==> config.mk <==
export PLATFORM = sky130hd
export DESIGN_NAME = aes_block_serializer
export DESIGN_NICKNAME = d
export VERILOG_FILES = /design/src/rtl/aes_stream_pkg.sv /design/src/rtl/aes_block_serializer.sv
export SDC_FILE = /design/constraint.sdc
export NUM_CORES = 1
export LEC_CHECK = 0
export BUFFER_PORTS_ARGS = -buffer_cell sky130_fd_sc_hd__buf_2
export CAP_MARGIN = 20
export CORE_ASPECT_RATIO = 1.5
export CORE_MARGIN = 5
export CORE_UTILIZATION = 40
export DETAILED_ROUTE_END_ITERATION = 8
export SETUP_SLACK_MARGIN = 0.15
export SLEW_MARGIN = 20
export SYNTH_ARGS = -nofsm -noshare
export SYNTH_HDL_FRONTEND = slang
export SYNTH_SLANG_ARGS = --single-unit
==> constraint.sdc <==
create_clock -name clock -period 4.5 [get_ports clock]
set_clock_uncertainty 0.05 [all_clocks]
set_input_delay 0.225 -clock clock [delete_from_list [all_inputs] [get_ports clock]]
set_output_delay 0.225 -clock clock [all_outputs]
set_load 0.1 [all_outputs]
==> src/rtl/aes_stream_pkg.sv <==
// Shared definitions for the AES input stream: block geometry,
// end-of-block flag, serializer states and FIFO word field positions.
package aes_stream_pkg;

   localparam int unsigned AES_BLOCK_BYTES = 16;
   localparam logic [15:0] AES_LAST_FLAG   = 16'h1111;

   localparam int unsigned FLAG_MSB = 31;
   localparam int unsigned FLAG_LSB = 16;
   localparam int unsigned KEY_MSB  = 15;
   localparam int unsigned KEY_LSB  = 8;
   localparam int unsigned DATA_MSB = 7;
   localparam int unsigned DATA_LSB = 0;

   typedef enum logic {
      IDLE = 1'b0,
      SEND = 1'b1
   } ser_state_e;

endpackage

==> src/rtl/aes_block_serializer.sv <==
// Turns one 128-bit key/plaintext pair into 16 FIFO words,
// one key byte and one data byte per word, MSB first.
module aes_block_serializer
   import aes_stream_pkg::*;
#(
   parameter int unsigned DATA_WIDTH  = 32,
   parameter logic [15:0] LAST_FLAG   = AES_LAST_FLAG,
   parameter int unsigned BLOCK_BYTES = AES_BLOCK_BYTES
) (
   input  logic                  clock,
   input  logic                  reset_n,
   input  logic                  blk_valid,
   output logic                  blk_ready,
   input  logic [127:0]          blk_key,
   input  logic [127:0]          blk_data,
   input  logic                  fifo_full,
   output logic                  fifo_wr,
   output logic [DATA_WIDTH-1:0] fifo_dout,
   output logic                  busy,
   output logic [15:0]           blk_count
);

   localparam logic [3:0] LAST_IDX = 4'(BLOCK_BYTES - 1);

   ser_state_e   state_q, state_d;
   logic [3:0]   idx_q, idx_d;
   logic [127:0] key_q, key_d;
   logic [127:0] data_q, data_d;
   logic [15:0]  cnt_q, cnt_d;

   logic         is_send;
   logic         last_w;
   logic [31:0]  word;

   assign is_send   = (state_q == SEND);
   assign last_w    = (idx_q == LAST_IDX);
   assign fifo_wr   = is_send & ~fifo_full;
   assign blk_ready = ~is_send;
   assign busy      = is_send;
   assign blk_count = cnt_q;

   always_comb begin
      word = '0;
      if (is_send) begin
         word[FLAG_MSB:FLAG_LSB] = last_w ? LAST_FLAG : 16'h0000;
         word[KEY_MSB:KEY_LSB]   = key_q[127:120];
         word[DATA_MSB:DATA_LSB] = data_q[127:120];
      end
   end

   // Bits above the 32-bit word are always zero.
   always_comb begin
      fifo_dout       = '0;
      fifo_dout[31:0] = word;
   end

   always_comb begin
      state_d = state_q;
      idx_d   = idx_q;
      key_d   = key_q;
      data_d  = data_q;
      cnt_d   = cnt_q;
      unique case (1'b1)
         (state_q == IDLE): begin
            if (blk_valid) begin
               key_d   = blk_key;
               data_d  = blk_data;
               idx_d   = '0;
               state_d = SEND;
            end
         end
         (state_q == SEND): begin
            if (fifo_wr) begin
               key_d  = {key_q[119:0], 8'h00};
               data_d = {data_q[119:0], 8'h00};
               idx_d  = idx_q + 4'd1;
               if (last_w) begin
                  state_d = IDLE;
                  cnt_d   = cnt_q + 16'd1;
               end
            end
         end
         default: state_d = IDLE;
      endcase
   end

   always_ff @(posedge clock or negedge reset_n) begin
      if (!reset_n) begin
         state_q <= IDLE;
         idx_q   <= '0;
         key_q   <= '0;
         data_q  <= '0;
         cnt_q   <= '0;
      end else begin
         state_q <= state_d;
         idx_q   <= idx_d;
         key_q   <= key_d;
         data_q  <= data_d;
         cnt_q   <= cnt_d;
      end
   end

endmodule

# Yosys cells after proc, flatten, opt, wreduce, memory -nomap -nowiden
# Cells that the tools add are included.
[totals]
ff_bits = 277
input_bits = 260
out_inout_bits = 51
wordCells = 30
[op_classes]
add_sub_neg = 2
eq_ne = 3
mux = 15
n_bitwise = 3
reduce_logical = 2
[ops]
columns = ["operator", "count"]
rows = [
  ["$mux W128", 4],
  ["$pmux W128 S2", 2],
  ["$mux W32", 1],
  ["$add A16 B1 Y16 const B", 1],
  ["$mux W13", 1],
  ["$mux W4", 2],
  ["$pmux W4 S2", 1],
  ["$add A4 B1 Y4 const B", 1],
  ["$eq A4 B4 Y1 const B", 1],
  ["$ne A2 B2 Y1 const B", 2],
  ["$mux W1", 3],
  ["$reduce_and A3 Y1", 1],
  ["$not A1 Y1", 2],
  ["$pmux W1 S2", 1],
  ["$reduce_and A2 Y1", 1],
  ["$and A1 B1 Y1", 1],
]

# Depth between registers and ports, before layout
[logic_depth]
depth_word = 4
ltp_mapped = 9
depth_no_buf = 5

# Worst setup path after synthesis
# No wires, ideal clock.
[synth_path]
path_kind = "register to output"
startpoint = "reg state_q, in the netlist busy"
endpoint = "out fifo_dout[20]"
arrival_ps = 3915
required_ps = 4225
path_slack_ps = 310
stages_incl_launch_ff = 6
path_buffers = 3
path_cell_list = "dfrtp_1 > buf_4 > clkbuf_1 > inv_1 > nor2_1 > buf_4"
[synth_between]
elab_chain_cells = 1
[synth_lines]
columns = ["item", "line_no", "rtl"]
rows = [
  ["start, declared", "aes_block_serializer.sv:25", "ser_state_e state_q, state_d;"],
  ["start signal, assigned", "aes_block_serializer.sv:95", "state_q <= state_d;"],
  ["$mux W32", "aes_block_serializer.sv:44", "if (is_send) begin"],
  ["end, declared", "aes_block_serializer.sv:18", "output logic [DATA_WIDTH-1:0] fifo_dout,"],
]
# No other way between the ends.

# Worst setup path in the final report
[layout_path]
startpoint = "reg state_q, in the netlist busy"
endpoint = "out fifo_dout[8]"
# The elaborated chain is that of the path after synthesis.

==> out/summary.txt <==
Crit start category: flop
Die ar.: 35,560 µm²
Max-cap violations: 0
Via count: 10,385
Pwr Total: 0.008095 W
Synth top area share: 0.5446
Ports: 311
CP cell instances: buf_12 -> and2_1 -> buf_2
Post-DRT Antenna Nets: 0
Final worst path period share: 0.6772
Total number of H-tree levels: 1
Pwr dens: 451.4 nW/µm²
Max incr delay on CP: 0.63 ns
Status: finished clean
DP Worst Slack: 1.875 ns
Tmin final: 3.047 ns
Share of cells above drive strength 1: 0.2086
Pre-Repair DR Iteration Count: 5
DRC: 0
Core footprint: 31,630 µm²
Max rail drop VDD: 0.3390 mV
Worst-Skew Late Latency: 0.54 ns
Die width: 155.7 µm
Chip height: 228.5 µm
GRT overflow: 0
M3 GR Usage: 0.03770
Initial core utilization: 0.4024
Grt met2 use: 0.3299
RSZ-0062 raised after global routing: no
First-pass GRT wire length: 57,330 µm
Root Buffer Master: clkbuf_16
Grt peak-use layer: met2
Sink Count: 277
Seq/Total Area, Yosys: 0.5446
Cell area after synthesis: 12,730 µm²
WL/cell: 16.55 µm
Vias in the first global route: 11,201
CTS Buf Count: 28
# rows: 80
Delay-heaviest family, CP: buffers and inverters
Cells after Synth: 1,198
Max Clk Rate: 328.2 MHz
Port Buffers: 298
Syn. warnings: 0
Synth Area per Inst: 10.62 µm²
Antenna violations before repair: 7
CTS Buffer Depth: 3
Largest net degree at the start of global routing: 149
Slowest cell on crit path: dfrtp_4
Buffers & Inverters on Critical Path: 2
Leading post-synthesis cells by cell area: dfrtp_1 54%, mux2i_1 19%, nand2_1 7.3%
Final Hold Fails: 0
Finished Cell Area: 17,930 µm²
Crit. End Element: primary output
Setup TNS: 0 ns
Dpl hpwl: 22,240 µm
Met1 usage: 0.2428
Lkg Pwr: 9.859 nW
Vias per cell: 4.848
Routability Congestion: 0.7964
Clk slew on worst S/H paths: 0.06 ns
Area leader, netlist: dfrtp_1
CTS tree: yes
Placed cell area: 14,350 µm²
Final setup margin: 1.453 ns
Tot GR Track Use: 0.1968
Worst Path Max Fanout: 145
HP Class: input pin to flop
Max_slew headroom: 0.2689
WP data arrival: 2.77 ns
1st-iter DRT viols: 478
Post-Route WL: 35,460 µm
Final setup fails: 0
Worst path required time: 4.22 ns
Max-slew violation count: 0
Library cells used by synthesis: 31
Worst Setup Path Type: flop to primary output
Layout Nets: 1,968
Area Growth Syn to Fin: 40.90%
Synth Register Bits: 277
Least-Margin Pin Slew: 1.097 ns
kinds of logic (layout without fill, tap and decap cells):
group | after synthesis | in the layout | share of synthesized area
muxes | 242 | 242 | 0.1904
other | 1 | 18 | 0.0002946
and+or+nand+nor | 298 | 298 | 0.09722
AOI/OAI and AO/OA | 260 | 260 | 0.1072
DFF | 277 | 277 | 0.5446
buffers and inverters | 103 | 620 | 0.04797
adders and majority gates | 2 | 2 | 0.001966
xor gates and xnor gates | 15 | 15 | 0.01032
layout by cell type (no fill, tap or decap), types with 2 or more instances in the layout:
cell           count
nor4_1             3
dfrtp_1          276
nand3_1            7
buf_12             6
buf_4              6
xor2_1             8
conb_1            12
clkinv_2           4
o21ai_1          140
nand4_1            4
mux2i_1          241
nand2_1          248
nor3_1             2
bufinv_16          4
ha_1               2
clkbuf_1           6
nor2_1             7
clkbuf_16         29
a22o_1            17
and4_1             2
o21ai_0          103
dlygate4sd3_1    258
diode_2            6
and2_1            17
and3_1             3
clkbuf_8           7
buf_2            297
xnor2_1            7
area by class of cell:
type / instances / area, µm²
fill: 2702 / 13700
sequential: 277 / 6935
multi-input combinational: 829 / 5228
timing repair buffer: 568 / 4249
clock buffer: 42 / 844.6
tap: 410 / 513.0
clock inverter: 8 / 140.1
antenna: 6 / 15.01
inverter: 2 / 10.01
flip-flops by register name, indices dropped and copies added, names as in the netlist:
signal,count
idx_q,4
blk_count,16
key_q,128
data_q,128
busy,1
power by group:
group          leakage (nW)  internal [W]  switching [W]
Sequential             3.82       0.00311       0.000370
Combinational          5.55      0.000796        0.00134
Clock                 0.487       0.00152       0.000965
cells in the mapped netlist, drive strengths merged:
master / instances
a22o: 17
and2: 17
and3: 3
and4: 2
buf: 72
clkbuf: 29
conb: 1
dfrtp: 277
ha: 2
inv: 2
mux2: 1
mux2i: 241
nand2: 248
nand2b: 2
nand3: 7
nand4: 4
nand4b: 1
nor2: 8
nor2b: 1
nor3: 2
nor4: 3
o21ai: 243
xnor2: 7
xor2: 8
stage by stage:
step	utilization	hold slack [ns]	instances
after floorplan	-	-0.1206	1209
after global placement	0.4538	0.2684	1828
after detailed placement	0.4538	0.2620	1828
after CTS	0.5665	0.01805	2136
after global routing	0.5670	0.002957	2142
final	0.5670	0.04212	2142
final timing paths:
check	startpoint	endpoint	slack, ns	cells past startpoint
min reg2reg	data_q[127]	data_q[127]	0.42	2
max in group asynchronous	reset_n	busy	2.97	3
min in group asynchronous	reset_n	data_q[82]	0.26	2
max reg2reg	busy	key_q[119]	1.86	4
max	busy	fifo_dout[8]	1.45	3
min	blk_data[57]	data_q[57]	0.04	3
worst register-to-register path: stages (launching register included):
cell,delay [ns]
dfrtp_4,0.63
nor2b_2,0.26
nor2_4,0.76
buf_12,0.50
o21ai_0,0.29
routing by layer:
| metal | up-vias | part of all wire | wire, µm |
|---|---|---|---|
| met5 | - | 0.00020 | 7 |
| met4 | 2 | 0.051 | 1806 |
| met3 | 113 | 0.061 | 2170 |
| met2 | 342 | 0.48 | 17060 |
| met1 | 4813 | 0.41 | 14420 |
| li1 | 5115 | - | - |
what timing repair did:
action                     4_1_cts  5_1_grt
hold endpoints to repair       350        0
setup endpoints to repair        0        0
hold buffers                   258        0
buffers inserted                 0        0
resized for setup                0        0
Note: power is estimated with default switching activity, not from simulation.
